## src/rtl/cpu_isa_pkg.sv

```systemverilog
// -----------------------------------------------------------------------------
// cpu_isa_pkg
// Shared ISA definitions for the small CPU: field widths, opcode encodings,
// default address/data widths and the fetch-unit state type.
// No ports (package).
// -----------------------------------------------------------------------------
package cpu_isa_pkg;

    localparam int OPCODE_W   = 3;
    localparam int REG_W      = 5;
    localparam int IMM_W      = 16;

    localparam int ISA_ADDR_W = 16;
    localparam int ISA_DATA_W = 32;

    localparam logic [OPCODE_W-1:0] OP_LW   = 3'b000;
    localparam logic [OPCODE_W-1:0] OP_ADD  = 3'b100;
    localparam logic [OPCODE_W-1:0] OP_SUB  = 3'b101;
    localparam logic [OPCODE_W-1:0] OP_HALT = 3'b111;

    // Fetch unit control state. The HALTED state is also visible on the
    // top-level halted output, which doubles as the state debug signal.
    typedef enum logic {
        FS_RUN    = 1'b0,
        FS_HALTED = 1'b1
    } fetch_state_e;

    // Opcode lives in the top OPCODE_W bits of an instruction word.
    function automatic logic [OPCODE_W-1:0] get_opcode(input logic [ISA_DATA_W-1:0] inst);
        return inst[ISA_DATA_W-1 -: OPCODE_W];
    endfunction

endpackage

```

## src/rtl/fetch_skid_fifo.sv

```systemverilog
// -----------------------------------------------------------------------------
// fetch_skid_fifo
// Small synchronous FIFO holding fetched {instruction, pc} entries between the
// fetch stage and decode.
// Ports:
//   clk          rising-edge clock
//   rst_n        synchronous active-low reset (clears storage and outputs)
//   i_push       write i_push_data (ignored when full unless popping)
//   i_push_data  entry to enqueue
//   i_pop        consume head entry (ignored when empty)
//   i_flush      discard all entries; has priority over push/pop
//   o_valid      FIFO holds at least one entry
//   o_full       FIFO holds DEPTH entries
//   o_count      number of stored entries
//   o_head       head entry; when empty, the last popped head (0 after
//                reset/flush) so the outputs never go X
// -----------------------------------------------------------------------------
module fetch_skid_fifo #(
    parameter int WIDTH = 48,
    parameter int DEPTH = 2
) (
    input  logic                         clk,
    input  logic                         rst_n,
    input  logic                         i_push,
    input  logic [WIDTH-1:0]             i_push_data,
    input  logic                         i_pop,
    input  logic                         i_flush,
    output logic                         o_valid,
    output logic                         o_full,
    output logic [$clog2(DEPTH+1)-1:0]   o_count,
    output logic [WIDTH-1:0]             o_head
);

    localparam int PTR_W = $clog2(DEPTH);
    localparam int CNT_W = $clog2(DEPTH + 1);

    logic [WIDTH-1:0] r_mem [DEPTH];
    logic [PTR_W-1:0] r_rd_ptr;
    logic [PTR_W-1:0] r_wr_ptr;
    logic [CNT_W-1:0] r_count;
    logic [WIDTH-1:0] r_hold;

    logic w_empty;
    logic w_full;
    logic w_do_pop;
    logic w_do_push;

    assign w_empty   = (r_count == '0);
    assign w_full    = (r_count == CNT_W'(DEPTH));
    assign w_do_pop  = i_pop && !w_empty;
    // A full FIFO can still accept a push when the head leaves the same cycle.
    assign w_do_push = i_push && (!w_full || w_do_pop);

    always_ff @(posedge clk) begin
        if (!rst_n) begin
            for (int i = 0; i < DEPTH; i++) begin
                r_mem[i] <= '0;
            end
            r_rd_ptr <= '0;
            r_wr_ptr <= '0;
            r_count  <= '0;
            r_hold   <= '0;
        end else if (i_flush) begin
            r_rd_ptr <= '0;
            r_wr_ptr <= '0;
            r_count  <= '0;
            r_hold   <= '0;
        end else begin
            if (w_do_push) begin
                r_mem[r_wr_ptr] <= i_push_data;
                r_wr_ptr        <= r_wr_ptr + PTR_W'(1);
            end
            if (w_do_pop) begin
                r_rd_ptr <= r_rd_ptr + PTR_W'(1);
                r_hold   <= r_mem[r_rd_ptr];
            end
            case ({w_do_push, w_do_pop})
                2'b10:   r_count <= r_count + CNT_W'(1);
                2'b01:   r_count <= r_count - CNT_W'(1);
                default: r_count <= r_count;
            endcase
        end
    end

    assign o_valid = !w_empty;
    assign o_full  = w_full;
    assign o_count = r_count;
    assign o_head  = w_empty ? r_hold : r_mem[r_rd_ptr];

endmodule

```

## src/rtl/instruction_fetch_unit.sv

```systemverilog
// -----------------------------------------------------------------------------
// instruction_fetch_unit
// Owns the program counter, drives the word address to a zero-latency
// instruction memory, captures {instruction, pc} into a skid FIFO and hands
// entries to decode. Handles redirects, HALT and back-pressure.
// Ports:
//   clk, rst_n       clock, synchronous active-low reset
//   inst_address     word address to instruction memory (the pc register)
//   read_data        instruction returned combinationally for inst_address
//   redirect_valid   load redirect_pc, flush FIFO, return to RUN
//   redirect_pc      redirect target word address
//   stall_fetch      hold pc/state and suppress capture
//   out_valid/out_ready/out_inst/out_pc  decode-side handshake
//   halted           unit is in the HALTED state
//
// Handshake: an entry transfers on a rising edge where out_valid && out_ready.
// While out_valid && !out_ready, out_inst/out_pc are held stable. out_valid
// never depends combinationally on out_ready.
// -----------------------------------------------------------------------------
module instruction_fetch_unit
    import cpu_isa_pkg::*;
#(
    parameter int                   ADDR_W      = ISA_ADDR_W,
    parameter int                   DATA_W      = ISA_DATA_W,
    parameter logic [ADDR_W-1:0]    RESET_PC    = '0,
    parameter int                   FIFO_DEPTH  = 2,
    parameter logic [OPCODE_W-1:0]  HALT_OPCODE = OP_HALT
) (
    input  logic              clk,
    input  logic              rst_n,
    output logic [ADDR_W-1:0] inst_address,
    input  logic [DATA_W-1:0] read_data,
    input  logic              redirect_valid,
    input  logic [ADDR_W-1:0] redirect_pc,
    input  logic              stall_fetch,
    output logic              out_valid,
    input  logic              out_ready,
    output logic [DATA_W-1:0] out_inst,
    output logic [ADDR_W-1:0] out_pc,
    output logic              halted
);

    localparam int ENTRY_W = DATA_W + ADDR_W;
    localparam int CNT_W   = $clog2(FIFO_DEPTH + 1);

    fetch_state_e      r_state;
    fetch_state_e      w_next_state;
    logic [ADDR_W-1:0] r_pc;
    logic [ADDR_W-1:0] w_next_pc;

    logic               w_fifo_valid;
    logic               w_fifo_full;
    logic [CNT_W-1:0]   w_fifo_count;
    logic [ENTRY_W-1:0] w_fifo_head;
    logic               w_pop;
    logic               w_fetch_fire;
    logic               w_is_halt;

    assign w_pop     = w_fifo_valid && out_ready;
    assign w_is_halt = (read_data[DATA_W-1 -: OPCODE_W] == HALT_OPCODE);

    // Capture only in RUN, when not frozen or redirected, and when a slot is
    // free now or is being freed by the consumer this same edge.
    assign w_fetch_fire = (r_state == FS_RUN) && !stall_fetch && !redirect_valid &&
                          (!w_fifo_full || w_pop);

    always_ff @(posedge clk) begin
        if (!rst_n) begin
            r_state <= FS_RUN;
            r_pc    <= RESET_PC;
        end else begin
            r_state <= w_next_state;
            r_pc    <= w_next_pc;
        end
    end

    always_comb begin
        w_next_state = r_state;
        w_next_pc    = r_pc;
        if (redirect_valid) begin
            w_next_state = FS_RUN;
            w_next_pc    = redirect_pc;
        end else if (w_fetch_fire) begin
            if (w_is_halt) begin
                // The HALT word is enqueued but pc stays on it.
                w_next_state = FS_HALTED;
            end else begin
                w_next_pc = r_pc + ADDR_W'(1);
            end
        end
    end

    fetch_skid_fifo #(
        .WIDTH (ENTRY_W),
        .DEPTH (FIFO_DEPTH)
    ) u_fifo (
        .clk         (clk),
        .rst_n       (rst_n),
        .i_push      (w_fetch_fire),
        .i_push_data ({read_data, r_pc}),
        .i_pop       (w_pop),
        .i_flush     (redirect_valid),
        .o_valid     (w_fifo_valid),
        .o_full      (w_fifo_full),
        .o_count     (w_fifo_count),
        .o_head      (w_fifo_head)
    );

    assign inst_address = r_pc;
    assign out_valid    = w_fifo_valid;
    assign out_inst     = w_fifo_head[ENTRY_W-1 -: DATA_W];
    assign out_pc       = w_fifo_head[ADDR_W-1:0];
    assign halted       = (r_state == FS_HALTED);

    // Count is only needed inside the FIFO for full detection; keep it
    // observable for debug probes without leaving it dangling.
    logic w_unused_count;
    assign w_unused_count = ^w_fifo_count;

endmodule

```

## config.mk

```make
export PLATFORM = sky130hd
export DESIGN_NAME = instruction_fetch_unit
export DESIGN_NICKNAME = d
export VERILOG_FILES = /design/src/rtl/cpu_isa_pkg.sv /design/src/rtl/fetch_skid_fifo.sv /design/src/rtl/instruction_fetch_unit.sv
export SDC_FILE = /design/constraint.sdc
export NUM_CORES = 1
export LEC_CHECK = 0
export CAP_MARGIN = 10
export CELL_PAD_IN_SITES_DETAIL_PLACEMENT = 0
export CELL_PAD_IN_SITES_GLOBAL_PLACEMENT = 1
export CORE_MARGIN = 4
export CORE_UTILIZATION = 35
export CTS_BUF_LIST = sky130_fd_sc_hd__clkbuf_16
export CTS_CLUSTER_DIAMETER = 120
export CTS_CLUSTER_SIZE = 14
export DETAILED_ROUTE_END_ITERATION = 7
export DONT_BUFFER_PORTS = 1
export PLACE_DENSITY = 0.56
export SLEW_MARGIN = 20
export SYNTH_ARGS = -nofsm -noshare
export SYNTH_HDL_FRONTEND = slang
export SYNTH_SLANG_ARGS = --single-unit
```

## constraint.sdc

```tcl
create_clock -name clk -period 11.2 [get_ports clk]
set_input_delay 1.68 -clock clk [delete_from_list [all_inputs] [get_ports clk]]
set_output_delay 1.68 -clock clk [all_outputs]
set_load 0.05 [all_outputs]
```

After elaboration in Yosys (flattened, before gate mapping)
Memory sizes are Yosys's and may differ from the RTL's. A register that Yosys moved wholly into a read port is not among the register bits.
Index checks and enable logic that the tools add are counted.
- word-level logic and storage cells: 53
- register bits after elaboration: 69
- memory bits (writable): 96
- memories: 1
- memories (name ; depth ; bits a word ; read ports ; clocked after Yosys merged registers in ; write ports ; line ; RTL):
    u_fifo.r_mem ; 2 ; 48 ; 1 ; 1 ; 2 ; fetch_skid_fifo.sv:37 ; logic [WIDTH-1:0] r_mem [DEPTH];
- mux-type cells: 15
- eq/ne operators: 5
- bitwise operators: 2
- reduce and logical (&&, ||, !) cells: 19
- add/subtract/negate cells: 5
- operator list (operator ; count):
    $mux 48 ; 2
    $mux 16 ; 3
    $reduce_or 48->1 ; 1
    $add 16x1->16 const B ; 1
    $mux 1 ; 9
    $logic_and 1x1->1 ; 6
    $eq 2x2->1 const B ; 2
    $logic_not 1->1 ; 4
    $pmux 2 s2 ; 1
    $reduce_and 2->1 ; 2
    $reduce_bool 2->1 ; 2
    $eq 3x3->1 const B ; 1
    $add 1x1->1 const B ; 2
    $add 2x1->2 const B ; 1
    $eq 2x1->1 const B ; 1
    $logic_not 2->1 ; 1
    $logic_or 1x1->1 ; 2
    $ne 2x2->1 const B ; 1
    $not 1->1 ; 2
    $reduce_or 2->1 ; 1
    $sub 2x1->2 const B ; 1

Depth between registers and ports, before layout
- depth after elaboration: 12
- depth in mapped cells: 9

Cells and area by module
A second synthesis with hierarchy kept.
- cells, all modules: 682
- area, all modules: 7622.3 um^2
- by module, submodules not included (module ; cells each ; times used ; area each (um^2)):
    fetch_skid_fifo ; 557 ; 1 ; 6615.1
    instruction_fetch_unit ; 125 ; 1 ; 1007.2

Worst setup path after synthesis
No wires, ideal clock.
- kind: input-to-reg
- start: input redirect_valid
- end: memory u_fifo.r_mem[0][0] (enable)
- setup time: 0.520 ns
- data required time: 10.680 ns
- cell stages on the path: 4
- slack: 5.003 ns
- arrival: 5.677 ns
- cells stage by stage: or3_4 nor2_4 inv_2 o21ai_0
- RTL lines (element ; line ; RTL):
    from (decl) ; instruction_fetch_unit.sv:33 ; input logic redirect_valid,
    to (decl) ; fetch_skid_fifo.sv:37 ;

Final worst setup path
- start: register u_fifo.r_count[0], in the netlist u_fifo.o_count[0]
- end: output out_pc[14]
- cells in the longest elaborated chain, start to end: 2
- RTL lines (element ; line ; RTL):
    from (decl) ; fetch_skid_fifo.sv:40 ; logic [CNT_W-1:0] r_count;
    from (signal assigned) ; fetch_skid_fifo.sv:78 ; 2'b10: r_count <= r_count + CNT_W'(1);
    from (signal assigned) ; fetch_skid_fifo.sv:79 ; 2'b01: r_count <= r_count - CNT_W'(1);
    from (signal assigned) ; fetch_skid_fifo.sv:80 ; default: r_count <= r_count;
    $logic_not 2->1 ; fetch_skid_fifo.sv:48 ; assign w_empty = (r_count == '0);
    $mux 48 ; fetch_skid_fifo.sv:88 ; assign o_head = w_empty ? r_hold : r_mem[r_rd_ptr];
    to (decl) ; instruction_fetch_unit.sv:39 ; output logic [ADDR_W-1:0] out_pc,
No other way between the ends.

==> metrics <==
Synthesis Warnings 0; CTS Buffer Depth 2; cell count after placement 901; synthesized area 7300 um2; Fin. Hold Viols 0; clock share of power 43.4%; setup bufs post-CTS 0; hold wc startpoint u_fifo.r_hold[20]; fin util 40.2%; Static Leakage roughly 0.0027 uW; CP peak stage delay approximately 0.9 ns; Setup TNS 0 ns; ratio of cells with drive above 1 in the final layout 8.30%; switching power 372 uW; Crit Path Class flop to output pin; wirelength, routed 17.2 mm; critical path arrival around 2.8 ns; setup skew after layout slightly below 0.009 ns; Die H 152 um; DRC errors left 0; fill cell count between 1500 and 2000; EDFF count, synth 96; Clock Latency Late Sink 0.43 ns; Final WS setup roughly 6.7 ns; Tightest Pin Transition approximately 1.2 ns; Metal-1 WL 7.86 mm; Finished Layout Cells 933; Tmin final 4.52 ns; first-pass iteration count of the detailed router 4; Post-Synthesis Cells 670; largest net degree at the start of global routing 99; unrepaired setup endpoints after global routing no; initial antenna violation count 1; CTS Buf Count 17; register area share after synthesis 58.7%; CTS root buf clkbuf_16; Tot Pwr 1460 uW; WP data required 9.52 ns; vias in the first global route 4739; Final Slew Violations 0; Async SR Flop Fraction 0%; DRT iter0 DRCs 257; CTS clock-pin slew for the worst setup and hold paths 0.06 ns; fin crit share 40.3%; wire length on met2 around 8.2 mm; Worst VDD drop 0.0909 mV; Initial Utilization 35.9%; first-pass GRT wire length around 27 mm; total of max-cap violations 0; Main synth FF type edfxtp_1; post-synth cell types 48; via count between 4000 and 5000; Hold Path End u_fifo.r_hold[20]; diodes inserted 0; dpl hpwl 10.4 mm; syn_nets 725; met3 layer wire length in the routed design 985 um; Comb power frac 8.8%; Rows 52; highest clock rate 221 MHz; sequential power share 47.8%; post-synthesis register bit count ~170; Layout Nets 705; Ports 119; status completed; CTS sink cnt between 150 and 200; Final setup viols 0; register area between 4000 and 5000 um2; PD cells 179 nW/um2; GPL Wtd Cong ~0.75; startpoint types flop; Worst R2R Start u_fifo.o_count[0]; routed vias/inst 5.21; worst min path class flop to flop; hold bufs inserted after CTS 0; total grt overflow 0; total track usage 14.8%; post_cts resized 0; dpl ws 7.11 ns; Critical R2R Capture u_fifo.o_count[1]; IO Port Bufs 0; CTS tree built; wire per inst around 18 um; Top Metal Used met4; P&R area growth vs syn 12.0%; Crit. End Element output pin; relative max-transition margin approximately 23%; die area between 20000 and 25000 um2; Net Sw Frac 25.5%; Pint 1090 uW; highest net fanout along the worst path 98; Multi-input gate area around 2800 um2; FF-to-FF setup slack 7.86 ns; antenna viol nets, final 0; H-tree lvl count 4; depth of the worst hold-timing path 2; Die X about 150 um; total core area about 20000 um2; slowest stage cell, crit path a21oi_1; syn_area_per_cell 10.9 um2; CP Cell Sequence or2_4 > buf_4 > nor2_1 > a21oi_1; R2R depth 6
-- cell type report --
| type | instances | area share [%] |
|---|---|---|
| repair buffers | 11 | 1.01 |
| clock inverters | 15 | 2.57 |
| well taps | 270 | 4.13 |
| clock buffers | 17 | 5.20 |
| inverters | 4 | 0.184 |
| flip-flops and latches | 166 | 52.4 |
| multi-input cells | 450 | 34.5 |
-- Yosys cell counts (6+ instances only) --
cell type / number / share of area [%]
nor2_1: 105 / 5.4
mux2i_1: 49 / 6.7
a31oi_1: 9 / 0.77
buf_2: 12 / 0.82
a211oi_1: 49 / 5.0
edfxtp_1: 96 / 39
nand2_1: 13 / 0.67
or4_1: 7 / 0.72
a21oi_1: 53 / 3.6
and2_1: 96 / 8.2
o21ai_0: 12 / 0.82
clkbuf_1: 30 / 1.5
nand3_1: 6 / 0.41
dfxtp_1: 70 / 19
-- cells in the final DEF, fill, tap and decap left out, drive strengths merged, types with 3 or more instances in the layout --
cell type  count
xnor2          3
buf           11
o21ai         12
a21oi         53
dfxtp         70
nand4          5
o311ai         5
nor3           6
clkinv         7
nand2         13
bufinv         5
nor2         106
nand3          6
a211oi        49
mux2i         49
inv            5
and3           3
clkbuf        17
edfxtp        96
and2          96
and4           3
a31oi          9
or3            4
or4            7
-- metal layers --
metal | vias to the layer above | GRT usage (%)
met4 | 0 | 4.75
met1 | 2335 | 19.2
met5 | - | 0
li1 | 2392 | -
met3 | 14 | 4.57
met2 | 121 | 23.6
-- cell families after synthesis --
logic type / synth area share [%]
XOR/XNOR: 0.480
multiplexers: 6.87
AO/OA/AOI/OAI: 11.9
flip-flops: 58.7
adder cells (fa/ha/maj): 0.343
buffers and inverters: 3.19
AND/OR/NAND/NOR: 18.6
-- worst max path at each step --
stage	from	endpoint	cells after the start
detailed placement	u_fifo.o_count[0]	out_inst[30]	4
floorplan	redirect_valid	u_fifo.r_mem[0][0]	4
global placement	u_fifo.o_count[0]	out_pc[6]	4
finish	u_fifo.o_count[0]	out_pc[14]	4
global route	u_fifo.o_count[0]	out_pc[2]	4
CTS	u_fifo.o_count[0]	out_pc[2]	4
-- power groups by stage --
stage / sequential [uW] / combinational, uW / clock (uW)
3_5_place_dp: 713 / 131 / 0
2_1_floorplan: 707 / 109 / 0
3_3_place_gp: 711 / 128 / 0
4_1_cts: 699 / 131 / 649
5_1_grt: 702 / 139 / 676
6_report: 699 / 128 / 634
-- worst max-delay path, delay by kind of cell, from the launching register on --
kind            cells  cell delay [ns]
compound gates      1             0.90
buf+inv             1             0.81
flops               1             0.44
simple gates        2             0.23
-- state kept, by name, summed over array words and instances (netlist names), named ones only --
register         cells
u_fifo.r_mem        96
u_fifo.r_hold       48
inst_address        16
u_fifo.o_count       2
halted               1
u_fifo.r_rd_ptr      1
u_fifo.r_wr_ptr      1
-- metrics by stage --
step	hold WS, ns	area [um2]
6_report	0.491	8180
3_3_place_gp	0.478	7540
4_1_cts	0.492	8180
5_1_grt	0.504	8180
3_5_place_dp	0.483	7540
2_1_floorplan	0.468	7300
(Power assumes the default switching activity.)
